==> config.mk <==
export PLATFORM = sky130hd
export DESIGN_NAME = button_event_gen
export DESIGN_NICKNAME = d
export VERILOG_FILES = /design/src/rtl/button_event_gen.sv
export SDC_FILE = /design/constraint.sdc
export NUM_CORES = 1
export LEC_CHECK = 0
export CORE_MARGIN = 2
export CORE_UTILIZATION = 55
export CTS_CLUSTER_SIZE = 30
export DETAILED_ROUTE_END_ITERATION = 7
export MAX_ROUTING_LAYER = met4
export PLACE_DENSITY = 0.7
export REMOVE_ABC_BUFFERS = 1
export SYNTH_ARGS = -nofsm -noshare
export SYNTH_HDL_FRONTEND = slang
export SYNTH_SLANG_ARGS = --single-unit
==> constraint.sdc <==
create_clock -name clk -period 2.4 [get_ports clk]
set_input_delay 0.6 -clock clk [delete_from_list [all_inputs] [get_ports clk]]
set_output_delay 0.6 -clock clk [all_outputs]
set_load 0.02 [all_outputs]
==> src/rtl/button_event_gen.sv <==
// Per-channel button event generator: one pulse per press, plus optional auto-repeat
// paced by a shared 1 ms tick derived from the 1 kHz divider output.
`timescale 1ns/1ps

module button_event_gen #(
    parameter int                 N_BTN       = 5,
    parameter int                 HOLD_MS     = 500,
    parameter int                 REPEAT_MS   = 100,
    parameter logic [N_BTN-1:0]   REPEAT_MASK = 5'b00011
) (
    input  logic             clk,
    input  logic             rst_n,
    input  logic             clk_1kHz,
    input  logic [N_BTN-1:0] btn_in,
    output logic [N_BTN-1:0] pulse_out,
    output logic [N_BTN-1:0] held_out
);

    typedef enum logic [1:0] {
        ARMED,
        WAIT_REL,
        HOLD,
        REPEATING
    } state_e;

    localparam logic [9:0] HOLD_LAST = 10'(HOLD_MS - 1);
    localparam logic [9:0] REP_LAST  = 10'(REPEAT_MS - 1);
    localparam logic [9:0] CNT_MAX   = 10'd1023;

    logic khz_q;
    logic tick_en_q;
    logic ms_tick;

    // tick_en_q masks the first cycle after reset so a high clk_1kHz at release is not an edge.
    // NOTE: all state uses non-blocking assignments under an async reset; mixing in blocking
    // assignments here would make the result depend on simulator process ordering.
    always_ff @(posedge clk or negedge rst_n) begin
        if (!rst_n) begin
            khz_q     <= 1'b0;
            tick_en_q <= 1'b0;
        end else begin
            khz_q     <= clk_1kHz;
            tick_en_q <= 1'b1;
        end
    end

    assign ms_tick = clk_1kHz & ~khz_q & tick_en_q;

    for (genvar i = 0; i < N_BTN; i++) begin : g_ch
        state_e     state_q;
        logic [9:0] cnt_q;
        logic       pulse_q;
        logic       held_q;

        always_ff @(posedge clk or negedge rst_n) begin
            if (!rst_n) begin
                state_q <= WAIT_REL;
                cnt_q   <= '0;
                pulse_q <= 1'b0;
                held_q  <= 1'b0;
            end else begin
                pulse_q <= 1'b0;
                unique case (state_q)
                    WAIT_REL: begin
                        if (!btn_in[i]) state_q <= ARMED;
                    end
                    ARMED: begin
                        if (btn_in[i]) begin
                            state_q <= HOLD;
                            cnt_q   <= '0;
                            pulse_q <= 1'b1;
                        end
                    end
                    HOLD: begin
                        if (!btn_in[i]) begin
                            state_q <= ARMED;
                        end else if (ms_tick) begin
                            // Unmasked channels park at the terminal count and stay silent.
                            if (cnt_q == HOLD_LAST) begin
                                if (REPEAT_MASK[i]) begin
                                    state_q <= REPEATING;
                                    cnt_q   <= '0;
                                    pulse_q <= 1'b1;
                                    held_q  <= 1'b1;
                                end
                            end else if (cnt_q != CNT_MAX) begin
                                cnt_q <= cnt_q + 10'd1;
                            end
                        end
                    end
                    REPEATING: begin
                        // Release is checked first so it beats a coincident terminal tick.
                        if (!btn_in[i]) begin
                            state_q <= ARMED;
                            held_q  <= 1'b0;
                        end else if (ms_tick) begin
                            if (cnt_q == REP_LAST) begin
                                pulse_q <= 1'b1;
                                cnt_q   <= '0;
                            end else if (cnt_q != CNT_MAX) begin
                                cnt_q <= cnt_q + 10'd1;
                            end
                        end
                    end
                    default: state_q <= WAIT_REL;
                endcase
            end
        end

        assign pulse_out[i] = pulse_q;
        assign held_out[i]  = held_q;
    end

endmodule

; Yosys cells after proc, flatten, opt, wreduce, memory -nomap -nowiden
; Cells that the tools add are included.
[op_classes]
muxes = 107
eq_ne = 71
n_reduce_logical = 29
bitwise = 3
addsub = 5
[ops]
columns = op, n
row1 = 10-bit two-way mux, 40
row2 = 10-bit case mux with 3 select lines, 5
row3 = "2-bit inequality test, second input constant", 37
row4 = "10-bit by 1-bit adder with 10-bit output, second input constant", 5
row5 = "10-bit by 7-bit == test with 1-bit output, second input constant", 5
row6 = "10-bit by 9-bit == test with 1-bit output, second input constant", 5
row7 = "10-bit inequality test, second input constant", 5
row8 = 1-bit two-way mux, 34
row9 = 2-bit two-way mux, 16
row10 = 7-bit AND reduction, 3
row11 = "2-bit == test, second input constant", 10
row12 = 3-bit nonzero test, 5
row13 = "3-bit inequality test, second input constant", 4
row14 = 2-bit case mux with 2 select lines, 3
row15 = 2-bit case mux with 3 select lines, 2
row16 = 6-bit AND reduction, 2
row17 = "2-bit by 1-bit == test with 1-bit output, second input constant", 5
row18 = 2-bit logical NOT, 5
row19 = 1-bit case mux with 2 select lines, 5
row20 = 5-bit AND reduction, 2
row21 = 3-bit OR reduction, 3
row22 = 4-bit AND reduction, 2
row23 = 1-bit case mux with 3 select lines, 2
row24 = 2-bit AND reduction, 3
row25 = 4 further kinds, 7
[totals]
output_inout_bits = 10
elab_cells = 234
reg_bits = 69
input_bits = 8

; Depth between registers and ports, before layout
[logic_depth]
word_depth = 6
mapped_depth = 8
mapped_depth_nobuf = 7

; Least setup slack after synthesis
; OpenSTA, ideal clock, no wires.
[synth_path]
path_type = register -> register
startpoint = register g_ch[4].state_q[0]
endpoint = register g_ch[4].cnt_q[0]
synth_period_minus_slack_ns = 2.165
path_stages_with_launch = 8
t_arrival_ns = 2.037
setup_time_ns = 0.128
required_time_ns = 2.272
slack_ns = 0.235
path_buffers = 0
cell_sequence = dfstp_2 inv_1 ha_1 or2_2 a221oi_2 o31ai_1 nor2_2 nor2_1
[synth_via]
elab_chain_cells = 3
elab_cells_between_ends = 12
classes_between = eq/ne: 8 / mux: 1 / reduce/logical: 3
[synth_lines]
columns = item, line_no
row1 = from (decl), 50  ; state_e state_q;
row2 = from (signal assigned), 57  ; state_q <= WAIT_REL;
row3 = from (signal assigned), 65  ; if (!btn_in[i]) state_q <= ARMED;
row4 = from (signal assigned), 69  ; state_q <= HOLD;
row5 = 2-bit == test / 2-bit logical NOT (equally long branches), 63  ; unique case (state_q)
row6 = 2-bit inequality test (no line) / 3-bit nonzero test (equally long branches), n/a
row7 = 7-bit AND reduction (no line), n/a
row8 = to (signal assigned), 87  ; cnt_q <= cnt_q + 10'd1;
row9 = to (signal assigned), 101  ; cnt_q <= cnt_q + 10'd1;
row10 = to (decl), 51  ; logic [9:0] cnt_q;
; Several ways; a longest one is shown, not always the timed one.
; A chain may end at the register's enable or synchronous reset.

; Worst setup path in the final report
[layout_path]
startpoint = register g_ch[3].state_q[0]
endpoint = register g_ch[3].cnt_q[1]
[layout_via]
elab_chain_cells = 3
elab_cells_between_ends = 12
classes_between = eq/ne: 8 / mux: 1 / reduce/logical: 3
[layout_lines]
columns = item, line_no
row1 = from (decl), 50
row2 = from (signal assigned), 57
row3 = from (signal assigned), 65
row4 = from (signal assigned), 69
row5 = 2-bit == test / 2-bit logical NOT (equally long branches), 63
row6 = 2-bit inequality test (no line) / 3-bit nonzero test (equally long branches), n/a
row7 = 7-bit AND reduction (no line), n/a
row8 = to (signal assigned), 87
row9 = to (signal assigned), 101
row10 = to (decl), 51
; Several ways; a longest one is shown, not always the timed one.

==> impl_metrics.json <==
{
  "slew_headroom_pct": 62.7,
  "utilization_pct": 65.1,
  "die_height_um": 91.5,
  "power_density_nw_per_um2": 817,
  "grt_pass1_vias": 3253,
  "r2r_cells": 7,
  "grt_max_degree": 33,
  "rsz0062_at_grt": "no",
  "layout_common_cells": "dfrtp_1, nor2_1, a21oi_1",
  "cts_buffers": 9,
  "worstSetupPathType": "flip-flop to flip-flop",
  "synth_top_family_by_area": "simple AND/OR/NAND/NOR gates",
  "num_vias": 3456,
  "postCtsHoldBufs": 0,
  "r2r-start": "g_ch[3].state_q[0]",
  "finalWeightedCongestion": 0.916,
  "status": "complete, no violations",
  "max_slew.worst_pin.slew_ns": 0.552,
  "clockRootBuffer": "clkbuf_8",
  "finalMaxSlewViolations": 0,
  "synthTopCellsByArea": "dfrtp_1, ha_1, a21oi_1",
  "wl_per_cell_um": 14.4,
  "num_rows": 31,
  "h-tree-depth": 3,
  "r2r-end": "g_ch[3].cnt_q[1]",
  "hold_violations": 0,
  "cts_tree": "done",
  "critPathMaxFanout": 10,
  "die_x_um": 91.5,
  "final_nets": 515,
  "synth_cells": 465,
  "finalCritPeriodShare_pct": 94.5,
  "drt-pass1-iter-count": 4,
  "leakagePower_nw": 2.04,
  "initial_utilization_pct": 57.5,
  "synth_compound_area_share_pct": 18.9,
  "synth_mux_area_share_pct": 0.475,
  "ys_seq_elements": 69,
  "yosysWarningCount": 0,
  "cp-start-kind": "flip-flop",
  "yosys.area_share.simple_pct": 25.4,
  "synth_fa_ha_area_share_pct": 5.94,
  "stdcell_count": 591,
  "diodes": 0,
  "cp.arrival_ns": 2.54,
  "ant_nets": 0,
  "via_per_inst": 5.85,
  "ys_types": 68,
  "cp.required_ns": 2.67,
  "fin_worst_skew_ns": 0.0137,
  "dp.cells": 575,
  "grt_pass1_wl_mm": 14.8,
  "core_um2": 7330,
  "period_needed_ns": 2.27,
  "synth_top_cell_area_share_pct": 38.0,
  "area_growth_pct": 13.2,
  "cp-end-kind": "flip-flop",
  "layout_commonest_cell": "dfrtp_1",
  "async_flop_share_pct": 100,
  "hold_path_class": "input pin to async pin",
  "grt_use_total_pct": 22.1,
  "synth_xor_area_share_pct": 2.91,
  "dp_hpwl_mm": 6.09,
  "post_cts_buffers": 0,
  "overflow": 0,
  "synth_edf_count": 0,
  "yosys.area.top_type": "dfrtp_1",
  "drtIter0Drc": 174,
  "ir_drop_v": 0.000451,
  "wl_mm": 8.50,
  "timing.critical_path.from": "g_ch[3].state_q[0]",
  "worstSkewPairLatency_ns": 0.34,
  "cts_buffer_depth": 2,
  "die_area_um2": 8380,
  "io_pins": 18,
  "synth.avg_cell_area_um2": 9.06,
  "route.detailed.drc": 0,
  "ys_seq_area_share_pct": 41.1,
  "setup_violations": 0,
  "cap_violations": 0,
  "antenna_found_initial": 0,
  "ctsResizeCount": 0,
  "r2r_slack_ns": 0.13,
  "fillers": 594,
  "port-buffer-count": 14,
  "fmax_mhz": 441,
  "drive_gt1_share_pct": 11.8,
  "synth-main-ff-cell": "dfrtp_1",
  "finalSetupTns_ns": 0,
  "netlist_area_um2": 4210,
  "cts_sinks": 69,
  "clk_pin_slew_ns": 0.08
}
## cells in the mapped netlist (3+ instances only)
master	instances
dfrtp_1	64
ha_1	20
a21boi_0	4
a31oi_1	10
nand4b_1	4
xor2_1	11
buf_2	4
o21ai_0	15
a21oi_1	39
inv_1	16
nor3_1	20
nand2_1	31
nand4_1	14
xnor2_1	3
o31ai_1	4
nor4_1	6
o21a_1	7
nor4b_1	4
o22a_1	4
clkbuf_1	10
nor2_1	51
a22o_1	3
a41oi_1	5
and3_1	11
a32o_1	3
and4b_1	3
buf_4	11
dfstp_2	5
nor3b_1	3
and2_1	6
nand3_1	28
## layout make-up
type	instances	area, um2	share of cell area, %
multi-input combinational	356	2280	47.7
sequential	69	1730	36.3
timing repair buffer	35	305	6.40
clock buffer	10	138	2.88
clock inverter	6	134	2.81
tap	99	124	2.60
inverter	16	60.1	1.26
## flip-flops by register name, summed over array words and instances, names as in the netlist
register and cells:
g_ch.cnt_q 50, g_ch.held_q 2, g_ch.pulse_q 5, tick_en_q 1
g_ch.state_q 10, khz_q 1
## per-layer routing
layer	GRT usage, %	up-vias	wire length [um]
li1	-	1752	-
met1	31.6	1656	4460
met2	32.1	44	3790
met3	4.15	4	207
met4	6.31	0	44
met5	-	-	0
## critical path: stages, from the launching register on
cell,delay (ns)
dfstp_2,0.56
inv_1,0.08
ha_1,0.25
nor2_1,0.21
nor2_1,0.12
a2111o_1,0.56
nor2_1,0.24
a32o_1,0.19
## logic make-up after synthesis
family                   count (synthesis)
buffers and inverters                   42
adder cells (fa/ha/maj)                 20
AND/OR/NAND/NOR                        203
other                                    2
XOR/XNOR                                14
flip-flops                              69
multiplexers                             2
AO/OA/AOI/OAI                          113
## where the power goes
group / internal, mW / leakage, nW / switching (mW)
Combinational: 0.516 / 0.991 / 0.657
Sequential: 1.30 / 0.910 / 0.157
Clock: 0.824 / 0.136 / 0.446
Total: 2.64 / 2.04 / 1.26
## per-stage QoR
step	total power [mW]	instance area, um2	hold WS (ns)	worst slack (ns)
after floorplan	2.26	4070	0.304	0.235
after global placement	2.60	4500	0.508	-0.114
after detailed placement	2.63	4500	0.508	-0.134
after CTS	3.93	4770	0.158	0.117
after global routing	4.16	4770	0.163	0.0286
final	3.90	4770	0.161	0.132
## worst max path at each step
stage	endpoint	slack, ns
4_1_cts	g_ch[3].cnt_q[1]	0.12
3_3_place_gp	g_ch[3].cnt_q[4]	-0.11
2_1_floorplan	g_ch[4].cnt_q[0]	0.24
3_5_place_dp	g_ch[3].cnt_q[4]	-0.13
6_report	g_ch[3].cnt_q[1]	0.13
5_1_grt	g_ch[3].cnt_q[4]	0.03
No activity file was read; power rests on OpenSTA's default activity.
